## src/rtl/apb_rr_master_if.sv

```systemverilog
// Bundle of requester-side command/response signals and APB master signals for apb_rr_master.
// The master modport is the arbiter's view; the slave modport is the environment's view.
interface apb_rr_master_if #(
  parameter int NUM_REQ    = 2,
  parameter int ADDR_WIDTH = 32,
  parameter int DATA_WIDTH = 32
);
  localparam int PSTRB_WIDTH = DATA_WIDTH / 8;

  // Handshake: requester i's command transfers on the rising PCLK edge of a cycle with
  // req_valid[i] && req_ready[i]; req_ready is a one-hot, same-cycle grant, valid and payload
  // stay stable until then, and rsp_valid[i] is a one-cycle pulse with no back-pressure.
  logic [NUM_REQ-1:0]             req_valid;
  logic [NUM_REQ-1:0]             req_ready;
  logic [NUM_REQ*ADDR_WIDTH-1:0]  req_addr;
  logic [NUM_REQ-1:0]             req_write;
  logic [NUM_REQ*DATA_WIDTH-1:0]  req_wdata;
  logic [NUM_REQ*PSTRB_WIDTH-1:0] req_strb;
  logic [NUM_REQ*3-1:0]           req_prot;
  logic [NUM_REQ-1:0]             rsp_valid;
  logic [DATA_WIDTH-1:0]          rsp_rdata;
  logic                           rsp_err;
  logic                           rsp_timeout;

  logic                           PSELx;
  logic                           PENABLE;
  logic                           PWRITE;
  logic [ADDR_WIDTH-1:0]          PADDR;
  logic [DATA_WIDTH-1:0]          PWDATA;
  logic [PSTRB_WIDTH-1:0]         PSTRB;
  logic [2:0]                     PPROT;
  logic                           PREADY;
  logic                           PSLVERR;
  logic [DATA_WIDTH-1:0]          PRDATA;

  modport master (
    input  req_valid, req_addr, req_write, req_wdata, req_strb, req_prot,
    output req_ready, rsp_valid, rsp_rdata, rsp_err, rsp_timeout,
    output PSELx, PENABLE, PWRITE, PADDR, PWDATA, PSTRB, PPROT,
    input  PREADY, PSLVERR, PRDATA
  );

  modport slave (
    output req_valid, req_addr, req_write, req_wdata, req_strb, req_prot,
    input  req_ready, rsp_valid, rsp_rdata, rsp_err, rsp_timeout,
    input  PSELx, PENABLE, PWRITE, PADDR, PWDATA, PSTRB, PPROT,
    output PREADY, PSLVERR, PRDATA
  );
endinterface

```

## src/rtl/apb_rr_master.sv

```systemverilog
// Round-robin arbiter feeding a single APB master: one command in flight at a time,
// SETUP/ACCESS on the shared bus, one-cycle registered response to the owning requester.
module apb_rr_master #(
  parameter int NUM_REQ    = 2,
  parameter int ADDR_WIDTH = 32,
  parameter int DATA_WIDTH = 32,
  parameter int TIMEOUT    = 16
) (
  input  logic                 PCLK,
  input  logic                 PRESETn,
  apb_rr_master_if.master      bus,
  output logic [1:0]           dbg_state
);
  localparam int PSTRB_WIDTH = DATA_WIDTH / 8;
  localparam int IDX_W       = (NUM_REQ > 1) ? $clog2(NUM_REQ) : 1;
  localparam int WCW         = (TIMEOUT > 0) ? $clog2(TIMEOUT + 1) : 1;

  typedef enum logic [1:0] {
    S_IDLE   = 2'd0,
    S_SETUP  = 2'd1,
    S_ACCESS = 2'd2
  } state_t;

  state_t             state;
  state_t             state_nxt;
  logic [IDX_W-1:0]   ptr;
  logic [IDX_W-1:0]   owner;
  logic [IDX_W-1:0]   cand;
  logic [IDX_W-1:0]   gnt_idx;
  logic               gnt_found;
  logic               grant_en;
  logic [WCW-1:0]     wait_cnt;
  logic               done_ok;
  logic               done_to;

  // Cyclic search starting just after the last granted requester.
  always_comb begin
    gnt_found = 1'b0;
    gnt_idx   = ptr;
    cand      = ptr;
    for (int k = 1; k <= NUM_REQ; k++) begin
      cand = IDX_W'((int'(ptr) + k) % NUM_REQ);
      if (!gnt_found && bus.req_valid[cand]) begin
        gnt_found = 1'b1;
        gnt_idx   = cand;
      end
    end
  end

  assign grant_en      = (state == S_IDLE) && gnt_found;
  assign bus.req_ready = (grant_en && PRESETn) ? (NUM_REQ'(1) << gnt_idx) : '0;

  assign done_ok = (state == S_ACCESS) && bus.PREADY;
  assign done_to = (TIMEOUT != 0) && (state == S_ACCESS) && !bus.PREADY &&
                   (wait_cnt == WCW'(TIMEOUT - 1));

  always_ff @(posedge PCLK or negedge PRESETn) begin
    if (!PRESETn) state <= S_IDLE;
    else          state <= state_nxt;
  end

  always_comb begin
    state_nxt = state;
    case (state)
      S_IDLE:   if (gnt_found) state_nxt = S_SETUP;
      S_SETUP:  state_nxt = S_ACCESS;
      S_ACCESS: if (done_ok || done_to) state_nxt = S_IDLE;
      default:  state_nxt = S_IDLE;
    endcase
  end

  assign bus.PSELx   = (state == S_SETUP) || (state == S_ACCESS);
  assign bus.PENABLE = (state == S_ACCESS);
  assign dbg_state   = state;

  // The command latch doubles as the APB command outputs, so they hold between transfers.
  always_ff @(posedge PCLK or negedge PRESETn) begin
    if (!PRESETn) begin
      ptr             <= IDX_W'(NUM_REQ - 1);
      owner           <= '0;
      wait_cnt        <= '0;
      bus.PADDR       <= '0;
      bus.PWDATA      <= '0;
      bus.PSTRB       <= '0;
      bus.PPROT       <= '0;
      bus.PWRITE      <= 1'b0;
      bus.rsp_valid   <= '0;
      bus.rsp_rdata   <= '0;
      bus.rsp_err     <= 1'b0;
      bus.rsp_timeout <= 1'b0;
    end else begin
      bus.rsp_valid   <= '0;
      bus.rsp_rdata   <= '0;
      bus.rsp_err     <= 1'b0;
      bus.rsp_timeout <= 1'b0;
      if (grant_en) begin
        ptr        <= gnt_idx;
        owner      <= gnt_idx;
        bus.PADDR  <= bus.req_addr[int'(gnt_idx)*ADDR_WIDTH +: ADDR_WIDTH];
        bus.PWDATA <= bus.req_wdata[int'(gnt_idx)*DATA_WIDTH +: DATA_WIDTH];
        bus.PSTRB  <= bus.req_strb[int'(gnt_idx)*PSTRB_WIDTH +: PSTRB_WIDTH];
        bus.PPROT  <= bus.req_prot[int'(gnt_idx)*3 +: 3];
        bus.PWRITE <= bus.req_write[gnt_idx];
      end
      if (state == S_SETUP) wait_cnt <= '0;
      if (done_ok) begin
        bus.rsp_valid <= NUM_REQ'(1) << owner;
        bus.rsp_rdata <= bus.PWRITE ? '0 : bus.PRDATA;
        bus.rsp_err   <= bus.PSLVERR;
      end else if (done_to) begin
        bus.rsp_valid   <= NUM_REQ'(1) << owner;
        bus.rsp_err     <= 1'b1;
        bus.rsp_timeout <= 1'b1;
      end else if ((state == S_ACCESS) && (wait_cnt != '1)) begin
        wait_cnt <= wait_cnt + 1'b1;
      end
    end
  end
endmodule

```

## src/flat_wrapper.sv

```systemverilog
// flat-port wrapper written by rule: the top's interface ports become plain ports
module apb_rr_master_flat 
#(
  parameter int NUM_REQ    = 2,
  parameter int ADDR_WIDTH = 32,
  parameter int DATA_WIDTH = 32,
  parameter int TIMEOUT    = 16
)
  (PCLK, PRESETn, dbg_state, bus_req_valid, bus_req_addr, bus_req_write, bus_req_wdata, bus_req_strb, bus_req_prot, bus_req_ready, bus_rsp_valid, bus_rsp_rdata, bus_rsp_err, bus_rsp_timeout, bus_PSELx, bus_PENABLE, bus_PWRITE, bus_PADDR, bus_PWDATA, bus_PSTRB, bus_PPROT, bus_PREADY, bus_PSLVERR, bus_PRDATA);
  apb_rr_master_if #(.NUM_REQ(NUM_REQ), .ADDR_WIDTH(ADDR_WIDTH), .DATA_WIDTH(DATA_WIDTH)) bus_i ();
  input  logic PCLK;
  input  logic PRESETn;
  output logic [1:0] dbg_state;
  input wire logic [$bits(bus_i.req_valid)-1:0] bus_req_valid;
  input wire logic [$bits(bus_i.req_addr)-1:0] bus_req_addr;
  input wire logic [$bits(bus_i.req_write)-1:0] bus_req_write;
  input wire logic [$bits(bus_i.req_wdata)-1:0] bus_req_wdata;
  input wire logic [$bits(bus_i.req_strb)-1:0] bus_req_strb;
  input wire logic [$bits(bus_i.req_prot)-1:0] bus_req_prot;
  output wire logic [$bits(bus_i.req_ready)-1:0] bus_req_ready;
  output wire logic [$bits(bus_i.rsp_valid)-1:0] bus_rsp_valid;
  output wire logic [$bits(bus_i.rsp_rdata)-1:0] bus_rsp_rdata;
  output wire logic [$bits(bus_i.rsp_err)-1:0] bus_rsp_err;
  output wire logic [$bits(bus_i.rsp_timeout)-1:0] bus_rsp_timeout;
  output wire logic [$bits(bus_i.PSELx)-1:0] bus_PSELx;
  output wire logic [$bits(bus_i.PENABLE)-1:0] bus_PENABLE;
  output wire logic [$bits(bus_i.PWRITE)-1:0] bus_PWRITE;
  output wire logic [$bits(bus_i.PADDR)-1:0] bus_PADDR;
  output wire logic [$bits(bus_i.PWDATA)-1:0] bus_PWDATA;
  output wire logic [$bits(bus_i.PSTRB)-1:0] bus_PSTRB;
  output wire logic [$bits(bus_i.PPROT)-1:0] bus_PPROT;
  input wire logic [$bits(bus_i.PREADY)-1:0] bus_PREADY;
  input wire logic [$bits(bus_i.PSLVERR)-1:0] bus_PSLVERR;
  input wire logic [$bits(bus_i.PRDATA)-1:0] bus_PRDATA;
  assign bus_i.req_valid = bus_req_valid;
  assign bus_i.req_addr = bus_req_addr;
  assign bus_i.req_write = bus_req_write;
  assign bus_i.req_wdata = bus_req_wdata;
  assign bus_i.req_strb = bus_req_strb;
  assign bus_i.req_prot = bus_req_prot;
  assign bus_req_ready = bus_i.req_ready;
  assign bus_rsp_valid = bus_i.rsp_valid;
  assign bus_rsp_rdata = bus_i.rsp_rdata;
  assign bus_rsp_err = bus_i.rsp_err;
  assign bus_rsp_timeout = bus_i.rsp_timeout;
  assign bus_PSELx = bus_i.PSELx;
  assign bus_PENABLE = bus_i.PENABLE;
  assign bus_PWRITE = bus_i.PWRITE;
  assign bus_PADDR = bus_i.PADDR;
  assign bus_PWDATA = bus_i.PWDATA;
  assign bus_PSTRB = bus_i.PSTRB;
  assign bus_PPROT = bus_i.PPROT;
  assign bus_i.PREADY = bus_PREADY;
  assign bus_i.PSLVERR = bus_PSLVERR;
  assign bus_i.PRDATA = bus_PRDATA;
  apb_rr_master #(.NUM_REQ(NUM_REQ), .ADDR_WIDTH(ADDR_WIDTH), .DATA_WIDTH(DATA_WIDTH), .TIMEOUT(TIMEOUT)) u_core (.PCLK(PCLK), .PRESETn(PRESETn), .bus(bus_i), .dbg_state(dbg_state));
endmodule
```

## config.mk

```make
export PLATFORM = sky130hd
export DESIGN_NAME = apb_rr_master_flat
export DESIGN_NICKNAME = d
export VERILOG_FILES = /design/src/rtl/apb_rr_master_if.sv /design/src/rtl/apb_rr_master.sv /design/src/flat_wrapper.sv
export SDC_FILE = /design/constraint.sdc
export NUM_CORES = 1
export LEC_CHECK = 0
export BUFFER_PORTS_ARGS = -buffer_cell sky130_fd_sc_hd__buf_4
export CORE_MARGIN = 5
export CORE_UTILIZATION = 48
export DETAILED_ROUTE_END_ITERATION = 8
export PLACE_DENSITY = 0.95
export SETUP_SLACK_MARGIN = 0.4
export SYNTH_ARGS = -nofsm -noshare
export SYNTH_HDL_FRONTEND = slang
export SYNTH_SLANG_ARGS = --single-unit
```

## constraint.sdc

```tcl
create_clock -name PCLK -period 3.5 [get_ports PCLK]
set_input_delay 1.05 -clock PCLK [delete_from_list [all_inputs] [get_ports PCLK]]
set_output_delay 1.05 -clock PCLK [all_outputs]
set_load 0.01 [all_outputs]
```

# After elaboration in Yosys (flattened, before gate mapping)
# Cells that the tools add are included.
[word_totals]
register_bits = 117
latchBits = 0
output_inout_bits = 114
mem_bits_rw = 0
word_cells = 70
n_memories = 0
in_bits = 182
romBits = 0
[classes]
n_eq_ne = 6
div_mod_pow = 0
addsub = 3
reduce_logical = 13
mux = 25
shift = 6
n_lt_le_gt_ge = 3
bitwise_logic = 0
mul = 1
[ops]
columns = ["operator", "n"]
rows = [
  ["64-bit by 7-bit indexed part select with 32-bit output", 2],
  ["32-bit 2-to-1 mux", 2],
  ["6-bit by 32-bit indexed part select with 3-bit output", 1],
  ["5-bit 2-to-1 mux", 4],
  ["1-bit 2-to-1 mux", 13],
  ["2-bit 2-to-1 mux", 5],
  ["8-bit by 4-bit indexed part select with 4-bit output", 1],
  ["1-bit logical AND", 7],
  ["1-bit by 2-bit < comparator with 1-bit output (second input constant)", 3],
  ["2-bit one-hot mux with 3 select lines", 1],
  ["5-bit by 1-bit adder with 5-bit output (second input constant)", 1],
  ["5-bit by 4-bit equality test with 1-bit output (second input constant)", 1],
  ["5-bit != test (second input constant)", 1],
  ["2-bit by 1-bit != test with 1-bit output (second input constant)", 2],
  ["1-bit by 1-bit left shift with 2-bit output (first input constant)", 2],
  ["1-bit by 2-bit multiplier with 3-bit output (second input constant)", 1],
  ["1-bit adder (second input constant)", 2],
  ["2-bit by 1-bit equality test with 1-bit output (second input constant)", 1],
  ["2-bit equality test (second input constant)", 1],
  ["1-bit zero test", 2],
  ["2-bit zero test", 1],
  ["1-bit logical OR", 2],
  ["2-bit AND reduction", 1],
]

# Depth between registers and ports, before layout
# Gate-level depths: netlist of the first run.
[logic_depth]
word_depth = 10
mapped_depth = 7
depth_no_buf = 6

# Least setup slack after synthesis of the first run
# Ideal clock, no wire load.
[synth_timing]
path_kind = "in2out"
from = "input bus_req_valid[1]"
to = "output bus_req_ready[0]"
slack_ps = 573
path_stages = 4
n_path_buf = 2
t_arrival_ps = 1877
required_ps = 2450
cell_sequence = "or2_2 buf_4 buf_2 a21oi_1"
[synth_via]
elab_chain_cells = 9
elab_cells_between_ends = 14
classes_between = "shift (1); mux (9); reduce/logical (4)"
[synth_lines]
columns = ["element", "line", "source"]
rows = [
  ["start: declaration", "flat_wrapper.sv:14", "input wire logic [$bits(bus_i.req_valid)-1:0] bus_req_valid;"],
  ["1-bit 2-to-1 mux (not written as such) (2 in series)", "apb_rr_master.sv:43", "if (!gnt_found && bus.req_valid[cand]) begin"],
  ["1-bit 2-to-1 mux", "apb_rr_master.sv:43", ""],
  ["1-bit zero test", "apb_rr_master.sv:43", ""],
  ["1-bit logical AND", "apb_rr_master.sv:43", ""],
  ["1-bit 2-to-1 mux", "apb_rr_master.sv:43", ""],
  ["1-bit logical AND", "apb_rr_master.sv:50", "assign grant_en = (state == S_IDLE) && gnt_found;"],
  ["1-bit logical AND", "apb_rr_master.sv:51", "assign bus.req_ready = (grant_en && PRESETn) ? (NUM_REQ'(1) << gnt_idx) : '0;"],
  ["2-bit 2-to-1 mux (*)", "apb_rr_master.sv:51", ""],
  ["end: declaration", "flat_wrapper.sv:20", "output wire logic [$bits(bus_i.req_ready)-1:0] bus_req_ready;"],
]
# Every way passes the cells marked *; elsewhere a longest branch is shown, timed or not. The select of a mux whose other input is x is not followed.

# Worst setup path after layout of the first run
[layout_timing]
from = "input bus_req_valid[1]"
to = "output bus_req_ready[1]"
# The elaborated chain is that of the path after synthesis.

==> results of run 1 <==
## registers in the layout, summed over array words and instances, names as in the netlist, 2 cells and up
name / count
u_core.bus.PADDR: 32
u_core.bus.PWDATA: 32
u_core.bus.rsp_rdata: 32
u_core.wait_cnt: 5
u_core.bus.PSTRB: 4
u_core.bus.PPROT: 3
u_core.bus.rsp_valid: 2
u_core.dbg_state: 2
## through the flow
stage | area (um2) | setup WS (ns) | util | hold WS [ns] | instances
3_5_place_dp | 7490 | 0.556 | 0.697 | 0.469 | 941
5_1_grt | 8100 | 0.503 | 0.754 | 0.527 | 973
2_1_floorplan | 5230 | 0.573 | - | 0.425 | 545
3_3_place_gp | 7490 | 0.534 | 0.697 | 0.469 | 941
6_report | 8100 | 0.600 | 0.754 | 0.505 | 973
4_1_cts | 8080 | 0.404 | 0.752 | 0.512 | 971
## cells by family after synthesis
logic type               after synthesis  synth area share
AND/OR/NAND/NOR                      203             0.191
adder cells (fa/ha/maj)                7            0.0167
multiplexers                           5            0.0110
flip-flops                           117             0.560
buffers and inverters                 56            0.0514
AO/OA/AOI/OAI                        157             0.170
## synth_stat cells (2+ instances only)
cell        n  area share
and2_1     33       0.039
a31oi_1    73       0.087
nor2_1     77       0.055
nand2_1     7      0.0050
clkbuf_1   12      0.0086
o21ai_0    60       0.057
a21oi_1     3      0.0029
ha_1        7       0.017
o21ai_1    17       0.016
nand2b_1    4      0.0048
mux2_2      2      0.0043
buf_2      35       0.034
nand3_1    73       0.070
inv_1       5      0.0036
mux2i_1     2      0.0038
dfrtp_1   116        0.56
buf_4       4      0.0057
## worst paths after layout
| kind | to | slack [ns] | cells past startpoint |
|---|---|---|---|
| max | bus_req_ready[1] | 0.60 | 5 |
| min | u_core.bus.rsp_valid[0] | 0.50 | 1 |
| max reg2reg | u_core.wait_cnt[2] | 1.26 | 6 |
| min reg2reg | u_core.bus.rsp_valid[0] | 0.50 | 1 |
| max in group asynchronous | u_core.bus.PADDR[12] | 2.24 | 2 |
| min in group asynchronous | u_core.owner | 0.73 | 2 |
## layout make-up
class	instances	area [um2]	area share
Tap cell	140	175	0.0216
Inverter	5	18.8	0.00232
Clock buffer	21	459	0.0567
Clock inverter	9	128	0.0158
Sequential cell	117	2930	0.362
Timing Repair Buffer	308	2340	0.289
Multi-Input combinational cell	373	2050	0.253
## worst max-delay path, cell delays in order
cell,delay (ns)
buf_4,0.15
or2_2,0.33
nand2_1,0.10
nor2_1,0.07
buf_4,0.14
## cell usage in the layout (no fill, tap or decap), types with 4 or more instances in the layout
master	Yosys	routed
buf_4	4	306
dfrtp_1	116	116
nor2_1	77	77
a31oi_1	73	73
nand3_1	73	73
o21ai_0	60	60
and2_1	33	32
o21ai_1	17	17
clkbuf_16	0	16
nand2_1	7	6
ha_1	7	6
inv_1	5	5
nand2b_1	4	4
clkbuf_8	0	4
## routing by layer
layer / up-vias / global-route usage / routed length [um]
li1: 2478 / - / -
met2: 252 / 0.489 / 9700
met1: 2609 / 0.306 / 6460
met3: 52 / 0.0830 / 1630
met5: - / 0 / 0
met4: 0 / 0.121 / 606
## report_power, final
group          switching, uW  total [uW]  internal [uW]
combinational           1550        2830           1280
clock                    590        1720           1130
sequential               291        2150           1860
## repair_timing
item	4_1_cts	5_1_grt
gates resized for setup	0	1
buffers inserted	0	1
endpoints found under the setup margin	0	2
==> metrics.csv, run 1 <==
metric,value,unit
outcome,completed,
final_net_count,1011,
drtAntennaViolNets,0,
peakVddDrop,0.517,mV
path_class,in -> out,
clock_latency,0.51,ns
leakagePower,0.00394,uW
ys_seq_elements,117,
first_iter_violations,510,
globalplace.congestion,0.812,
port_buffers,295,
final_hold_viol_count,0,
avgRoutedWirePerCell,18.9,um
fmax,345,MHz
drc_errors,0,
power_density,827,nW/um2
period_share,0.829,
hold_class,reg -> reg,
syn-cell-area,5230,um2
crit_fanout,6,
grt_overflow,0,
hold_buffers,0,
grt_antenna_before_repair,0,
hold_path.startpoint,u_core.owner,
wl,18400,um
worstMarginPinSlew,0.799,ns
syn_area_per_cell,9.59,um2
worst_setup_path_end_kind,output port,
num_antenna_cells,0,
area_growth,54.9,%
start_util,0.487,
rows,38,
dr.pass1.iters,5,
slew_headroom,0.467,
startpoint,bus_req_valid[1],
syn_nets,734,
cts_buffers,17,
rsz0062_at_grt,no,
period_minus_slack,2.90,ns
first_global_vias,5475,
ys_seq_area_frac,0.560,
ys_warn_count,0,
die_w,114,um
synthArstFlopShare,1.00,
htreeDepth,4,
ios,296,
drv_cap,0,
clkTransAtPathRegs,0.06,ns
cts.sinks,117,
cts_tree,built,
reg2reg_from,u_core.wait_cnt[0],
dpl.hpwl,12900,um
final_layout_size_suffix_gt1_frac,0.421,
slew_violations,0,
grt_pass1_wl,28100,um
num_vias,5391,
die_area,13100,um2
grt_start_max_net_pins,73,
vias_per_cell,5.54,
grt_use_total,0.276,
n_fill_cell,746,
skew,0.00878,ns
syn_inst,545,
synthFlopType,dfrtp_1,
synth_edf_count,0,
core-area,10700,um2
power,6700,uW
setup_viol,0,
setup-tns-final,0,ns
cp-start-kind,input port,
synth.distinct_cells,32,
die_h,114,um
critPathArrivalTime,1.85,ns
root_buffer,clkbuf_8,
required,2.45,ns
clk_path_buf_depth,2,
Note: power is estimated with default switching activity, not from simulation.
==> run 2: changes to the inputs <==
--- a/config.mk
+++ b/config.mk
@@ -6,10 +6,11 @@
 export NUM_CORES = 1
 export LEC_CHECK = 0
 export BUFFER_PORTS_ARGS = -buffer_cell sky130_fd_sc_hd__buf_4
+export CORE_ASPECT_RATIO = 1.5
 export CORE_MARGIN = 5
-export CORE_UTILIZATION = 48
+export CORE_UTILIZATION = 40
 export DETAILED_ROUTE_END_ITERATION = 8
-export PLACE_DENSITY = 0.95
+export PLACE_DENSITY = 0.86
 export SETUP_SLACK_MARGIN = 0.4
 export SYNTH_ARGS = -nofsm -noshare
 export SYNTH_HDL_FRONTEND = slang
==> constraint.sdc (replaced) <==
create_clock -name PCLK -period 2.5 [get_ports PCLK]
set_input_delay 0.75 -clock PCLK [delete_from_list [all_inputs] [get_ports PCLK]]
set_output_delay 0.75 -clock PCLK [all_outputs]
set_load 0.01 [all_outputs]
==> run 2 against run 1 <==
Clock skew up 0.0061 ns. Sequential share of layout area down 0.84 points. Wire length about the same. Clock-buffer cell count unchanged. Critical path depth up 1. Flip-flop and latch count unchanged.
==> metrics.csv, run 2 (synthesized netlist as in run 1, its figures left out) <==
metric,value,unit
drv_cap,0,
die_area,15500,um2
grt_antenna_before_repair,1,
period_share,0.900,
dpl.cell_count,957,
top_regs,"u_core.bus.PADDR (32), u_core.bus.PWDATA (32), u_core.bus.rsp_rdata (32)",
slew_violations,0,
grt_use_total,0.230,
worst_setup_path_end_kind,output port,
dpl.hpwl,12800,um
grt_start_max_net_pins,145,
hold_buffers,0,
final_layout_size_suffix_gt1_frac,0.430,
cpPeakStageDelay,0.40,ns
grt_pass1_wl,27300,um
area_growth,58.6,%
clock_latency,0.40,ns
rsz0062_at_grt,yes,
grt_overflow,0,
ios,296,
final_common_cell,buf_4,
period_minus_slack,2.25,ns
outcome,completed,
core-area,12900,um2
final_hold_viol_count,0,
final_net_count,1018,
critPathSlowestCell,dfrtp_1,
stdcell_count,1000,
start_util,0.406,
cp-start-kind,flip-flop,
required,1.75,ns
cts.sinks,117,
root_buffer,clkbuf_16,
layout_common_cells,"buf_4, dfrtp_1, nor2_1",
port_buffers,295,
num_vias,5255,
setup-tns-final,0,ns
hold_class,in -> async,
clk_path_buf_depth,2,
drc_errors,0,
first_iter_violations,230,
critPathArrivalTime,1.50,ns
wl,18400,um
clkTransAtPathRegs,0.05,ns
avgRoutedWirePerCell,18.4,um
htreeDepth,4,
skew,0.0149,ns
drtAntennaViolNets,0,
n_fill_cell,1039,
setup_viol,0,
peakVddDrop,1.09,mV
leakagePower,0.00401,uW
globalplace.congestion,0.841,
dr.pass1.iters,5,
worstMarginPinSlew,0.833,ns
power_density,1170,nW/um2
fmax,444,MHz
cts_tree,built,
die_w,103,um
num_antenna_cells,0,
slew_headroom,0.445,
crit_fanout,3,
vias_per_cell,5.26,
rows,51,
cts_buffers,17,
die_h,150,um
first_global_vias,5223,
crit_path_cell_trace,inv_2 > ha_4 > o21a_4 > nand2_4 > a21oi_4 > buf_6,
path_class,reg -> out,
-- run 2: cell count changes in the layout (fill, tap and decap cells not counted), moves of 2 or more --
cell,before,now
inv_2,0,2
inv_1,5,3
buf_12,2,4
ha_4,0,2
buf_4,306,310
bufinv_16,3,5
clkbuf_8,4,0
clkbuf_1,1,4
buf_6,0,2
-- run 2: stage by stage --
| stage | utilization | power (uW) | hold WS (ns) | setup WS, ns | instance area, um2 |
|---|---|---|---|---|---|
| 4_1_cts | 0.640 | 9710 | 0.520 | 0.261 | 8240 |
| 2_1_floorplan | - | 5150 | 0.425 | 0.368 | 5270 |
| 5_1_grt | 0.643 | 10300 | 0.519 | 0.205 | 8290 |
| 3_5_place_dp | 0.585 | 6970 | 0.505 | 0.295 | 7540 |
| 6_report | 0.643 | 9710 | 0.504 | 0.249 | 8290 |
| 3_3_place_gp | 0.585 | 6850 | 0.466 | 0.300 | 7540 |
-- run 2: worst max-delay path, delay by kind of cell, from the launching register on --
kind	cells	cell delay, ns
DFF	1	0.40
AOI/OAI and AO/OA	2	0.25
buffers and inverters	2	0.23
adders and majority gates	1	0.16
and+or+nand+nor	1	0.06
-- run 2: layer usage --
layer	GRT usage	vias up	wire length, um
li1	-	2491	-
met1	0.271	2478	6530
met2	0.375	232	9610
met3	0.0686	52	1440
met4	0.115	2	813
met5	0	-	20
-- run 2: area by class of cell --
cell class | instances | area, um2 | area share
clock buffers | 21 | 440 | 0.0531
clock inverters | 10 | 180 | 0.0217
inverters | 5 | 18.8 | 0.00226
multi-input cells | 372 | 2100 | 0.253
flip-flops and latches | 117 | 2930 | 0.353
well taps | 159 | 199 | 0.0240
repair buffers | 316 | 2430 | 0.293
-- run 2: power breakdown --
group | internal (uW) | switching, uW
Combinational | 1920 | 2180
Clock | 1760 | 841
Sequential | 2600 | 410
-- run 2: path summary, 6_finish.rpt --
path / startpoint / end / slack, ns / cells after the start
min: PRESETn / u_core.bus.PWDATA[16] / 0.50 / 2
min reg2reg: u_core.owner / u_core.bus.rsp_valid[0] / 0.52 / 1
max reg2reg: u_core.wait_cnt[0] / u_core.wait_cnt[3] / 0.54 / 7
min in group PCLK: u_core.owner / u_core.bus.rsp_valid[0] / 0.52 / 1
max: u_core.dbg_state[0] / bus_req_ready[0] / 0.25 / 6
max in group asynchronous: PRESETn / u_core.bus.PSTRB[2] / 1.55 / 2
-- run 2: what timing repair did --
action                                 CTS  global route
pin swaps                                2             3
cloned                                   0             0
buffers inserted                         6             6
endpoints found under the hold margin    0             0
setup endpoints to repair                4             4
resized for setup                        8             1
==> run 3: changes to the inputs <==
--- a/config.mk
+++ b/config.mk
@@ -6,7 +6,7 @@
 export NUM_CORES = 1
 export LEC_CHECK = 0
 export BUFFER_PORTS_ARGS = -buffer_cell sky130_fd_sc_hd__buf_4
-export CORE_ASPECT_RATIO = 1.5
+export CORE_ASPECT_RATIO = 2
 export CORE_MARGIN = 5
 export CORE_UTILIZATION = 40
 export DETAILED_ROUTE_END_ITERATION = 8
==> run 3 against run 2 <==
Non-clock buffer count is 2 lower. Design area is 0.62% lower. Clock skew is 0.0020 ns lower. Via count is 0.36% higher. Highest routed layer is now met4. Combinational power hardly changed. Clock power is 2% lower. Sequential power hardly changed. Hold slack worse by 0.077 ns. Total power is 0.95% lower. Clock-buffer cell count is 4 lower. Global-route usage is 0.54 points higher. Cell count is 0.80% lower.
==> metrics.csv, run 3 (synthesized netlist as in run 1, its figures left out) <==
metric,value,unit
outcome,completed,
r2r_end,u_core.bus.PADDR[0],
n_fill_cell,1037,
die_area,15600,um2
die_w,90.8,um
final_net_count,1016,
multi_input_comb_area,2080,um2
intPower,6070,uW
period_share,0.891,
seqCellArea,2930,um2
top_regs,"u_core.bus.PADDR (32), u_core.bus.PWDATA (32), u_core.bus.rsp_rdata (32)",
setup-tns-final,0,ns
crit_fanout,3,
peakVddDrop,2.03,mV
critPathArrivalTime,1.48,ns
grt_use_total,0.236,
p_sw_frac,0.369,
ios,296,
slew_violations,0,
cts_buffers,17,
clock_latency,0.41,ns
hold_buffers,0,
grt_pass1_wl,28800,um
fmax,449,MHz
critPathSlowestCell,dfrtp_1,
rsz0062_at_grt,yes,
root_buffer,clkbuf_16,
drv_cap,0,
stdcell_count,992,
drc_errors,0,
required,1.75,ns
setup_viol,0,
worstMarginPinSlew,0.721,ns
hold_class,in -> async,
worst_setup_path_end_kind,output port,
worst_r2r_path_depth,5,
crit_path_cell_trace,inv_2 > ha_4 > o21a_4 > nand2_4 > a21oi_4 > buf_6,
final_hold_viol_count,0,
cts.sinks,117,
power_switching,3550,uW
leakagePower,0.00399,uW
dpl.hpwl,13600,um
avgRoutedWirePerCell,19.3,um
dpl.cell_count,952,
vias_per_cell,5.32,
final_layout_size_suffix_gt1_frac,0.436,
grt_overflow,0,
skew,0.0129,ns
drtAntennaViolNets,0,
dr.pass1.iters,5,
rrSetupSlack,0.43,ns
port_buffers,295,
clk_path_buf_depth,2,
power_density,1170,nW/um2
power_frac_seq,0.310,
globalplace.congestion,0.848,
die_h,172,um
path_class,reg -> out,
start_util,0.405,
reg2reg_from,u_core.ptr,
clkTransAtPathRegs,0.06,ns
cts_tree,built,
core-area,12900,um2
grt_antenna_before_repair,0,
period_minus_slack,2.23,ns
area_growth,57.6,%
cp-start-kind,flip-flop,
pwr-share-clk,0.263,
p_comb_frac,0.427,
num_antenna_cells,0,
cpPeakStageDelay,0.40,ns
htreeDepth,4,
slew_headroom,0.519,
final_common_cell,buf_4,
first_global_vias,5250,
grt_start_max_net_pins,145,
first_iter_violations,338,
rows,59,
wl,19200,um
num_vias,5274,
layout_common_cells,"buf_4, dfrtp_1, nor2_1",
-- run 3: worst max-delay path, delay by kind of cell (launching register included) --
family	cells	cell delay [ns]
and+or+nand+nor	1	0.05
AOI/OAI and AO/OA	2	0.25
DFF	1	0.40
adders and majority gates	1	0.16
buffers and inverters	2	0.22
-- run 3: stage by stage --
step                      power, uW   util  area (um2)  setup slack (ns)  hold WS, ns
final                          9620  0.638        8240             0.272        0.427
after CTS                      9670  0.637        8220             0.263        0.474
after floorplan                5150      -        5270             0.368        0.425
after global placement         6840  0.584        7540             0.323        0.458
after global routing          10200  0.638        8240             0.198        0.528
after detailed placement       7010  0.584        7540             0.313        0.461
-- run 3: worst max path at each step --
stage,startpoint,to
final,u_core.dbg_state[0],bus_req_ready[0]
after global routing,u_core.dbg_state[0],bus_req_ready[0]
after CTS,u_core.dbg_state[0],bus_req_ready[0]
after detailed placement,bus_req_valid[0],u_core.bus.PADDR[0]
after global placement,bus_req_valid[1],bus_req_ready[1]
after floorplan,bus_req_valid[1],bus_req_ready[0]
-- run 3: final cells by class --
type / instances / area share
repair buffers: 314 / 0.291
multi-input cells: 372 / 0.253
clock inverters: 15 / 0.0238
well taps: 152 / 0.0231
inverters: 5 / 0.00228
flip-flops and latches: 117 / 0.355
clock buffers: 17 / 0.0516
-- run 3: power groups by stage --
| stage | combinational (uW) | sequential, uW | clock, uW |
|---|---|---|---|
| 2_1_floorplan | 1870 | 3280 | 0 |
| 3_3_place_gp | 3850 | 2990 | 0 |
| 3_5_place_dp | 3980 | 3030 | 0 |
| 4_1_cts | 4110 | 2990 | 2580 |
| 5_1_grt | 4470 | 3070 | 2690 |
| 6_report | 4110 | 2980 | 2540 |
-- run 3: metal layers --
metal | vias up | GRT usage | part of all wire
li1 | 2493 | - | -
met2 | 239 | 0.416 | 0.55
met1 | 2499 | 0.264 | 0.34
met5 | - | 0 | 0
met3 | 43 | 0.0573 | 0.069
met4 | 0 | 0.117 | 0.037
-- run 3: what timing repair did --
action,CTS,global route
buffers inserted,6,2
pin swaps,3,2
endpoints found under the setup margin,4,6
gates resized for setup,6,1
